[src/rtl/counter_datapath_p_pkg.sv]
// rtl/counter_datapath_p_pkg.sv - shared encodings for the counter datapath
package counter_datapath_p_pkg;

  localparam logic MODE_WRAP = 1'b0;
  localparam logic MODE_SAT  = 1'b1;
  localparam logic OP_UP     = 1'b0;
  localparam logic OP_DN     = 1'b1;

endpackage

[src/rtl/counter_datapath_p_if.sv]
// rtl/counter_datapath_p_if.sv - control/status bundle between the FSM and the counter datapath
interface counter_datapath_p_if #(
  parameter int WIDTH  = 16,
  parameter int STEP_W = 4
);

  logic              op;
  logic              en;
  logic              c_ld;
  logic              c_clr;
  logic              mode;
  logic              lim_ld;
  logic [STEP_W-1:0] step;
  logic [WIDTH-1:0]  d_in;
  logic [WIDTH-1:0]  lim_in;
  logic [WIDTH-1:0]  c_out;
  logic [WIDTH-1:0]  limit;
  logic              z;
  logic              m;
  logic              ovf;
  logic              ovf_sticky;

  modport master (
    output op, en, c_ld, c_clr, mode, lim_ld, step, d_in, lim_in,
    input  c_out, limit, z, m, ovf, ovf_sticky
  );

  modport slave (
    input  op, en, c_ld, c_clr, mode, lim_ld, step, d_in, lim_in,
    output c_out, limit, z, m, ovf, ovf_sticky
  );

endinterface

[src/rtl/counter_datapath_p_addsub_nbit.sv]
// rtl/counter_datapath_p_addsub_nbit.sv - combinational N-bit add/subtract with carry/borrow out
module addsub_nbit #(
  parameter int N = 17
) (
  input  logic [N-1:0] a,
  input  logic [N-1:0] b,
  input  logic         sub,
  output logic [N-1:0] y,
  output logic         co
);

  logic [N:0] full;

  // co is the carry for an add and the borrow for a subtract
  always_comb begin
    if (sub) full = {1'b0, a} - {1'b0, b};
    else     full = {1'b0, a} + {1'b0, b};
  end

  assign y  = full[N-1:0];
  assign co = full[N];

endmodule

[src/rtl/counter_datapath_p.sv]
// rtl/counter_datapath_p.sv - up/down counter with programmable step, limit, wrap/saturate and overflow flags
module counter_datapath_p
  import counter_datapath_p_pkg::*;
#(
  parameter int               WIDTH     = 16,
  parameter int               STEP_W    = 4,
  parameter logic [WIDTH-1:0] LIMIT_RST = {WIDTH{1'b1}}
) (
  input  logic                 clk,
  input  logic                 reset,
  counter_datapath_p_if.slave  bus
);

  localparam int N = WIDTH + 1;

  logic [WIDTH-1:0]  cnt_q;
  logic [WIDTH-1:0]  lim_q;
  logic              ovf_q;
  logic              sticky_q;

  logic [STEP_W-1:0] step_v;
  logic [WIDTH-1:0]  lim_eff;
  logic [N-1:0]      cnt_x;
  logic [N-1:0]      lim_x;
  logic [N-1:0]      lim_p1;
  logic [N-1:0]      step_x;
  logic [N-1:0]      raw;
  logic              raw_co;
  logic [N-1:0]      corr;
  logic              corr_co;
  logic              is_dn;
  logic              is_sat;
  logic [WIDTH-1:0]  ld_val;
  logic [WIDTH-1:0]  step_nxt;
  logic              step_ovf;

  // A same-cycle limit load is already the bound for c_ld and en
  assign lim_eff = bus.lim_ld ? bus.lim_in : lim_q;
  assign step_v  = bus.step;
  assign cnt_x   = {1'b0, cnt_q};
  assign lim_x   = {1'b0, lim_eff};
  assign lim_p1  = lim_x + N'(1);
  assign step_x  = N'(step_v);
  assign is_dn   = (bus.op == OP_DN);
  assign is_sat  = (bus.mode == MODE_SAT);

  addsub_nbit #(.N(N)) u_raw (
    .a   (cnt_x),
    .b   (step_x),
    .sub (is_dn),
    .y   (raw),
    .co  (raw_co)
  );

  // Wrap correction: up subtracts L+1 from the sum, down adds L+1 to the negative difference
  addsub_nbit #(.N(N)) u_corr (
    .a   (raw),
    .b   (lim_p1),
    .sub (~is_dn),
    .y   (corr),
    .co  (corr_co)
  );

  assign ld_val = (bus.d_in > lim_eff) ? lim_eff : bus.d_in;

  always_comb begin
    step_nxt = cnt_q;
    step_ovf = 1'b0;
    if (step_v == '0) begin
      step_nxt = cnt_q;
    end else if (!is_dn) begin
      if (raw <= lim_x) begin
        step_nxt = raw[WIDTH-1:0];
      end else begin
        step_ovf = 1'b1;
        if (is_sat || (corr > lim_x)) step_nxt = lim_eff;
        else                          step_nxt = corr[WIDTH-1:0];
      end
    end else begin
      if (!raw_co) begin
        step_nxt = raw[WIDTH-1:0];
      end else begin
        step_ovf = 1'b1;
        // No carry out of the correction means the wrapped value is still negative
        if (is_sat || !corr_co) step_nxt = '0;
        else                    step_nxt = corr[WIDTH-1:0];
      end
    end
    if (step_nxt > lim_eff) step_nxt = lim_eff;
  end

  always_ff @(posedge clk) begin
    if (reset) begin
      cnt_q    <= '0;
      lim_q    <= LIMIT_RST;
      ovf_q    <= 1'b0;
      sticky_q <= 1'b0;
    end else begin
      if (bus.lim_ld) lim_q <= bus.lim_in;
      if (bus.c_clr) begin
        cnt_q    <= '0;
        ovf_q    <= 1'b0;
        sticky_q <= 1'b0;
      end else if (bus.c_ld) begin
        cnt_q <= ld_val;
        ovf_q <= 1'b0;
      end else if (bus.en) begin
        cnt_q <= step_nxt;
        ovf_q <= step_ovf;
        if (step_ovf) sticky_q <= 1'b1;
      end else begin
        ovf_q <= 1'b0;
        if (bus.lim_ld && (cnt_q > bus.lim_in)) cnt_q <= bus.lim_in;
      end
    end
  end

  assign bus.c_out      = cnt_q;
  assign bus.limit      = lim_q;
  assign bus.ovf        = ovf_q;
  assign bus.ovf_sticky = sticky_q;
  assign bus.z          = (cnt_q == '0);
  assign bus.m          = (cnt_q == lim_q);

endmodule

[src/flat_wrapper.sv]
// flat-port wrapper written by rule: the top's interface ports become plain ports
module counter_datapath_p_flat import counter_datapath_p_pkg::*;
#(
  parameter int               WIDTH     = 16,
  parameter int               STEP_W    = 4,
  parameter logic [WIDTH-1:0] LIMIT_RST = {WIDTH{1'b1}}
)
  (clk, reset, bus_op, bus_en, bus_c_ld, bus_c_clr, bus_mode, bus_lim_ld, bus_step, bus_d_in, bus_lim_in, bus_c_out, bus_limit, bus_z, bus_m, bus_ovf, bus_ovf_sticky);
  counter_datapath_p_if #(.WIDTH(WIDTH), .STEP_W(STEP_W)) bus_i ();
  input  logic clk;
  input  logic reset;
  input wire logic [$bits(bus_i.op)-1:0] bus_op;
  input wire logic [$bits(bus_i.en)-1:0] bus_en;
  input wire logic [$bits(bus_i.c_ld)-1:0] bus_c_ld;
  input wire logic [$bits(bus_i.c_clr)-1:0] bus_c_clr;
  input wire logic [$bits(bus_i.mode)-1:0] bus_mode;
  input wire logic [$bits(bus_i.lim_ld)-1:0] bus_lim_ld;
  input wire logic [$bits(bus_i.step)-1:0] bus_step;
  input wire logic [$bits(bus_i.d_in)-1:0] bus_d_in;
  input wire logic [$bits(bus_i.lim_in)-1:0] bus_lim_in;
  output wire logic [$bits(bus_i.c_out)-1:0] bus_c_out;
  output wire logic [$bits(bus_i.limit)-1:0] bus_limit;
  output wire logic [$bits(bus_i.z)-1:0] bus_z;
  output wire logic [$bits(bus_i.m)-1:0] bus_m;
  output wire logic [$bits(bus_i.ovf)-1:0] bus_ovf;
  output wire logic [$bits(bus_i.ovf_sticky)-1:0] bus_ovf_sticky;
  assign bus_i.op = bus_op;
  assign bus_i.en = bus_en;
  assign bus_i.c_ld = bus_c_ld;
  assign bus_i.c_clr = bus_c_clr;
  assign bus_i.mode = bus_mode;
  assign bus_i.lim_ld = bus_lim_ld;
  assign bus_i.step = bus_step;
  assign bus_i.d_in = bus_d_in;
  assign bus_i.lim_in = bus_lim_in;
  assign bus_c_out = bus_i.c_out;
  assign bus_limit = bus_i.limit;
  assign bus_z = bus_i.z;
  assign bus_m = bus_i.m;
  assign bus_ovf = bus_i.ovf;
  assign bus_ovf_sticky = bus_i.ovf_sticky;
  counter_datapath_p #(.WIDTH(WIDTH), .STEP_W(STEP_W), .LIMIT_RST(LIMIT_RST)) u_core (.clk(clk), .reset(reset), .bus(bus_i));
endmodule
[config.mk]
export PLATFORM = sky130hd
export DESIGN_NAME = counter_datapath_p_flat
export DESIGN_NICKNAME = d
export VERILOG_FILES = /design/src/rtl/counter_datapath_p_pkg.sv /design/src/rtl/counter_datapath_p_if.sv /design/src/rtl/counter_datapath_p_addsub_nbit.sv /design/src/rtl/counter_datapath_p.sv /design/src/flat_wrapper.sv
export SDC_FILE = /design/constraint.sdc
export NUM_CORES = 1
export LEC_CHECK = 0
export ABC_AREA = 1
export CAP_MARGIN = 20
export CORE_MARGIN = 2
export CORE_UTILIZATION = 50
export DETAILED_ROUTE_END_ITERATION = 7
export PLACE_DENSITY = 0.71
export SYNTH_ARGS = -nofsm -noshare
export SYNTH_HDL_FRONTEND = slang
export SYNTH_HIERARCHICAL = 1
export SYNTH_SLANG_ARGS = --single-unit
export TNS_END_PERCENT = 50
[constraint.sdc]
create_clock -name clk -period 7.9 [get_ports clk]
set_input_delay 1.58 -clock clk [delete_from_list [all_inputs] [get_ports clk]]
set_output_delay 1.58 -clock clk [all_outputs]
set_load 0.02 [all_outputs]
==> metrics.md <==
| Metric | Value |
|---|---|
| Outcome | completed |
| Final #Nets | 1,894 |
| Worst setup margin | approximately 350 ps |
| Hpwl dp | 25,000 um |
| Die Footprint | 17,400 um^2 |
| Switching share of power | 0.504 |
| Sequential element share of the synthesized area | 0.0832 |
| Yosys reg bits | 34 |
| Power Dens Cells | 210 nW/um^2 |
| GR Util met1 | 0.449 |
| Slew Viols, Final | 0 |
| R2R depth | 48 |
| Arr. time, crit path | 7760 ps |
| Clock tree sinks | 34 |
| Int Power | about 1.2 mW |
| Static leakage | 6.21 nW |
| Met3 Track Usage GR | 0.0419 |
| Average routed wire per standard cell | roughly 16 um |
| Setup TNS | 0 ps |
| Starting density of the core | 0.513 |
| TritonRoute pass-1 iters | 6 |
| Synth Instances | 1,424 |
| Crit path max-delay cell type | ha_1 |
| Worst skew pair latency | 290 ps |
| # port buffers | 79 |
| Critical path class | input pin to register |
| Top cell by count, worst path | nand2_1 |
| Layout cells sized above 1 | 0.237 |
| Synth warnings | 6 |
| Global-route wire length before repair | 47,500 um |
| Ant diodes | 0 |
| Maximum number of pins on one net before global-route repair | 38 |
| Grt ovf | 0 |
| # setup viols final | 0 |
| Chip Width | 132 um |
| Most used DFF post-synth | dfxtp_1 |
| Total Power | roughly 2.5 mW |
| CP Launch Type | input pin |
| Number of library cell types mapped by synthesis | 48 |
| CP Max Fanout | 7 |
| Cell Rows | 46 |
| Final Cycle Share | 0.955 |
| Minimum hold slack | 513 ps |
| CP Capture Type | register |
| Die span in y | approximately 130 um |
| Clock group share of total power | 0.092 |
| Filler cells | 1,442 |
| Power share of the sequential group | 0.084 |
| GR peak layer | met2 |
| P&R area growth vs syn | 44.1% |
| Initial antenna violation count | 0 |
| CP max stage delay | 300 ps |
| Peak VDD IR | 0.110 mV |
| # IOs | 80 |
| Post-Route WL | 31,900 um |
| Placed insts | 1,916 |
| Async set-reset flop share out of synthesis | 0 |
| Required time of the worst setup path | a little over 8000 ps |
| TritonCTS clock tree | built |
| RD Place Congestion | just under 1 |
| H-tree Lvls | 2 |
| Vias | 10,648 |
| Setup slack at placement | -401 ps |
| Rel. slew slack | 0.258 |
| 1st-iter DRT viols | 1,163 |
| DRC Markers | 0 |
| Slew @ Worst Pin | between 1000 and 1500 ps |
| Hold WC Path Type | register to register |
| Setup slack, reg-to-reg | 1410 ps |
| Core Area | 15,900 um^2 |
| Net switching power | ~1.2 mW |
| Root Driver | clkbuf_16 |
| CTS Buf Count | 5 |
| Mean post-synth cell area | 5.74 um^2 |
| Average vias per placed instance | around 5.5 |
| Met2 Track Usage GR | 0.573 |
| Fmax achieved | roughly 130 MHz |
| Cell area after synthesis | between 8000 and 9000 um^2 |
| Number of synthesized flops with an enable pin | 0 |
| Clk buf depth | 2 |
| Number of global-route vias before repair | approximately 9,400 |
| Logic gate share of total power | 0.824 |
| GRT Util Overall | 0.337 |
| Clock Pin Slew Worst Setup and Hold Paths | 60 ps |
| Final Critical Period | around 7500 ps |
| Max Clock Skew | 6.50 ps |
| Max Cap Violations | 0 |
| Layout Cells excl Fill | ~2,000 |
| Antenna viol nets, final | 0 |
| Hold Crit Depth | 2 |
| Final hold violation count | 0 |
## cell usage in the layout (no fill, tap or decap), types with 5 or more instances in the layout
| cell type | n |
|---|---|
| clkbuf_16 | 5 |
| xor2_1 | 36 |
| inv_2 | 20 |
| nor2_2 | 16 |
| buf_4 | 212 |
| clkdlybuf4s50_1 | 67 |
| ha_4 | 19 |
| nor2_1 | 104 |
| nor4_1 | 5 |
| nand4_1 | 15 |
| nand2_1 | 398 |
| xnor2_1 | 21 |
| dlymetal6s2s_1 | 11 |
| o211ai_1 | 5 |
| xor2_2 | 9 |
| nand3_1 | 111 |
| conb_1 | 36 |
| nand3_2 | 11 |
| buf_6 | 6 |
| nor2_4 | 8 |
| inv_1 | 159 |
| dfxtp_1 | 34 |
| o21ai_0 | 82 |
| a21oi_1 | 104 |
| a21oi_2 | 20 |
| ha_1 | 95 |
| o21ai_1 | 11 |
| nor3_1 | 9 |
| nand2_4 | 8 |
| nand2_2 | 38 |
## logic make-up (layout without fill, tap and decap cells)
kind of cell / after synthesis / in the layout / synth area share
other: 1 / 36 / 0.000459
XOR/XNOR: 70 / 70 / 0.0750
buffers and inverters: 217 / 490 / 0.104
AND/OR/NAND/NOR: 743 / 743 / 0.397
flip-flops: 34 / 34 / 0.0832
AO/OA/AOI/OAI: 240 / 240 / 0.156
adder cells (fa/ha/maj): 119 / 119 / 0.184
## final timing paths
kind / end / start
max reg2reg: u_core/bus.c_out[11] / u_core/bus.limit[1]
max: u_core/bus.c_out[11] / bus_lim_ld
min reg2reg: u_core/bus.ovf_sticky / u_core/bus.ovf_sticky
min: u_core/bus.ovf_sticky / u_core/bus.ovf_sticky
## synthesized netlist by cell type (all sizes together) (3+ instances only)
library cell | n | area, um^2
xnor2 | 25 | 219
o21a | 3 | 22.5
clkinv | 3 | 11.3
nand2 | 444 | 1730
inv | 181 | 684
buf | 11 | 76.3
nor2 | 128 | 526
o211ai | 5 | 37.5
and2 | 4 | 26.3
xor2 | 45 | 394
nor3 | 16 | 130
nor4 | 6 | 43.8
clkbuf | 22 | 82.6
o21ai | 100 | 531
nand3 | 123 | 641
dfxtp | 34 | 681
nand4 | 16 | 106
ha | 117 | 1460
a21oi | 126 | 634
## metal layers
| metal | part of all wire | routed length [um] |
|---|---|---|
| met1 | 0.41 | 13100 |
| met2 | 0.48 | 15300 |
| met3 | 0.084 | 2680 |
| met4 | 0.027 | 854 |
| met5 | 0 | 0 |
## power groups by stage
stage	sequential, mW	clock [mW]	combinational (mW)
finish	0.207	0.227	2.04
global route	0.208	0.237	2.24
CTS	0.206	0.227	1.82
detailed placement	0.209	0	1.80
global placement	0.209	0	1.77
floorplan	0.217	0	1.04
## registers in the layout, summed over array words and instances (netlist names)
name and flops:
u_core/bus.ovf 1, u_core/bus.ovf_sticky 1, u_core/bus.c_out 16, u_core/bus.limit 16
## final cells by class
class | instances | area, um^2 | share of cell area
multi-input combinational | 1208 | 7460 | 0.633
timing repair buffer | 298 | 2510 | 0.213
inverter | 184 | 696 | 0.0590
sequential | 34 | 681 | 0.0578
tap | 216 | 270 | 0.0229
clock buffer | 5 | 125 | 0.0106
clock inverter | 3 | 40.0 | 0.00340
## what timing repair did
item                                    in CTS  in global routing
resized for setup                           13                152
pin swaps                                    4                 69
hold buffers                                 0                  0
endpoints found under the setup margin      16                 16
setup buffers                                3                 21
## through the flow
stage               cell area [um^2]  utilization
floorplan                       8310            -
CTS                            10900        0.687
detailed placement             10700        0.672
global route                   11800        0.739
finish                         11800        0.739
global placement               10700        0.672
## worst max-delay path, delay by kind of cell
kind            cells  cell delay (ps)
buf+inv             9             1030
xor+xnor            2              400
fa+ha+maj           4              960
simple gates       26             2500
compound gates      8             1250
(Power assumes the default switching activity.)
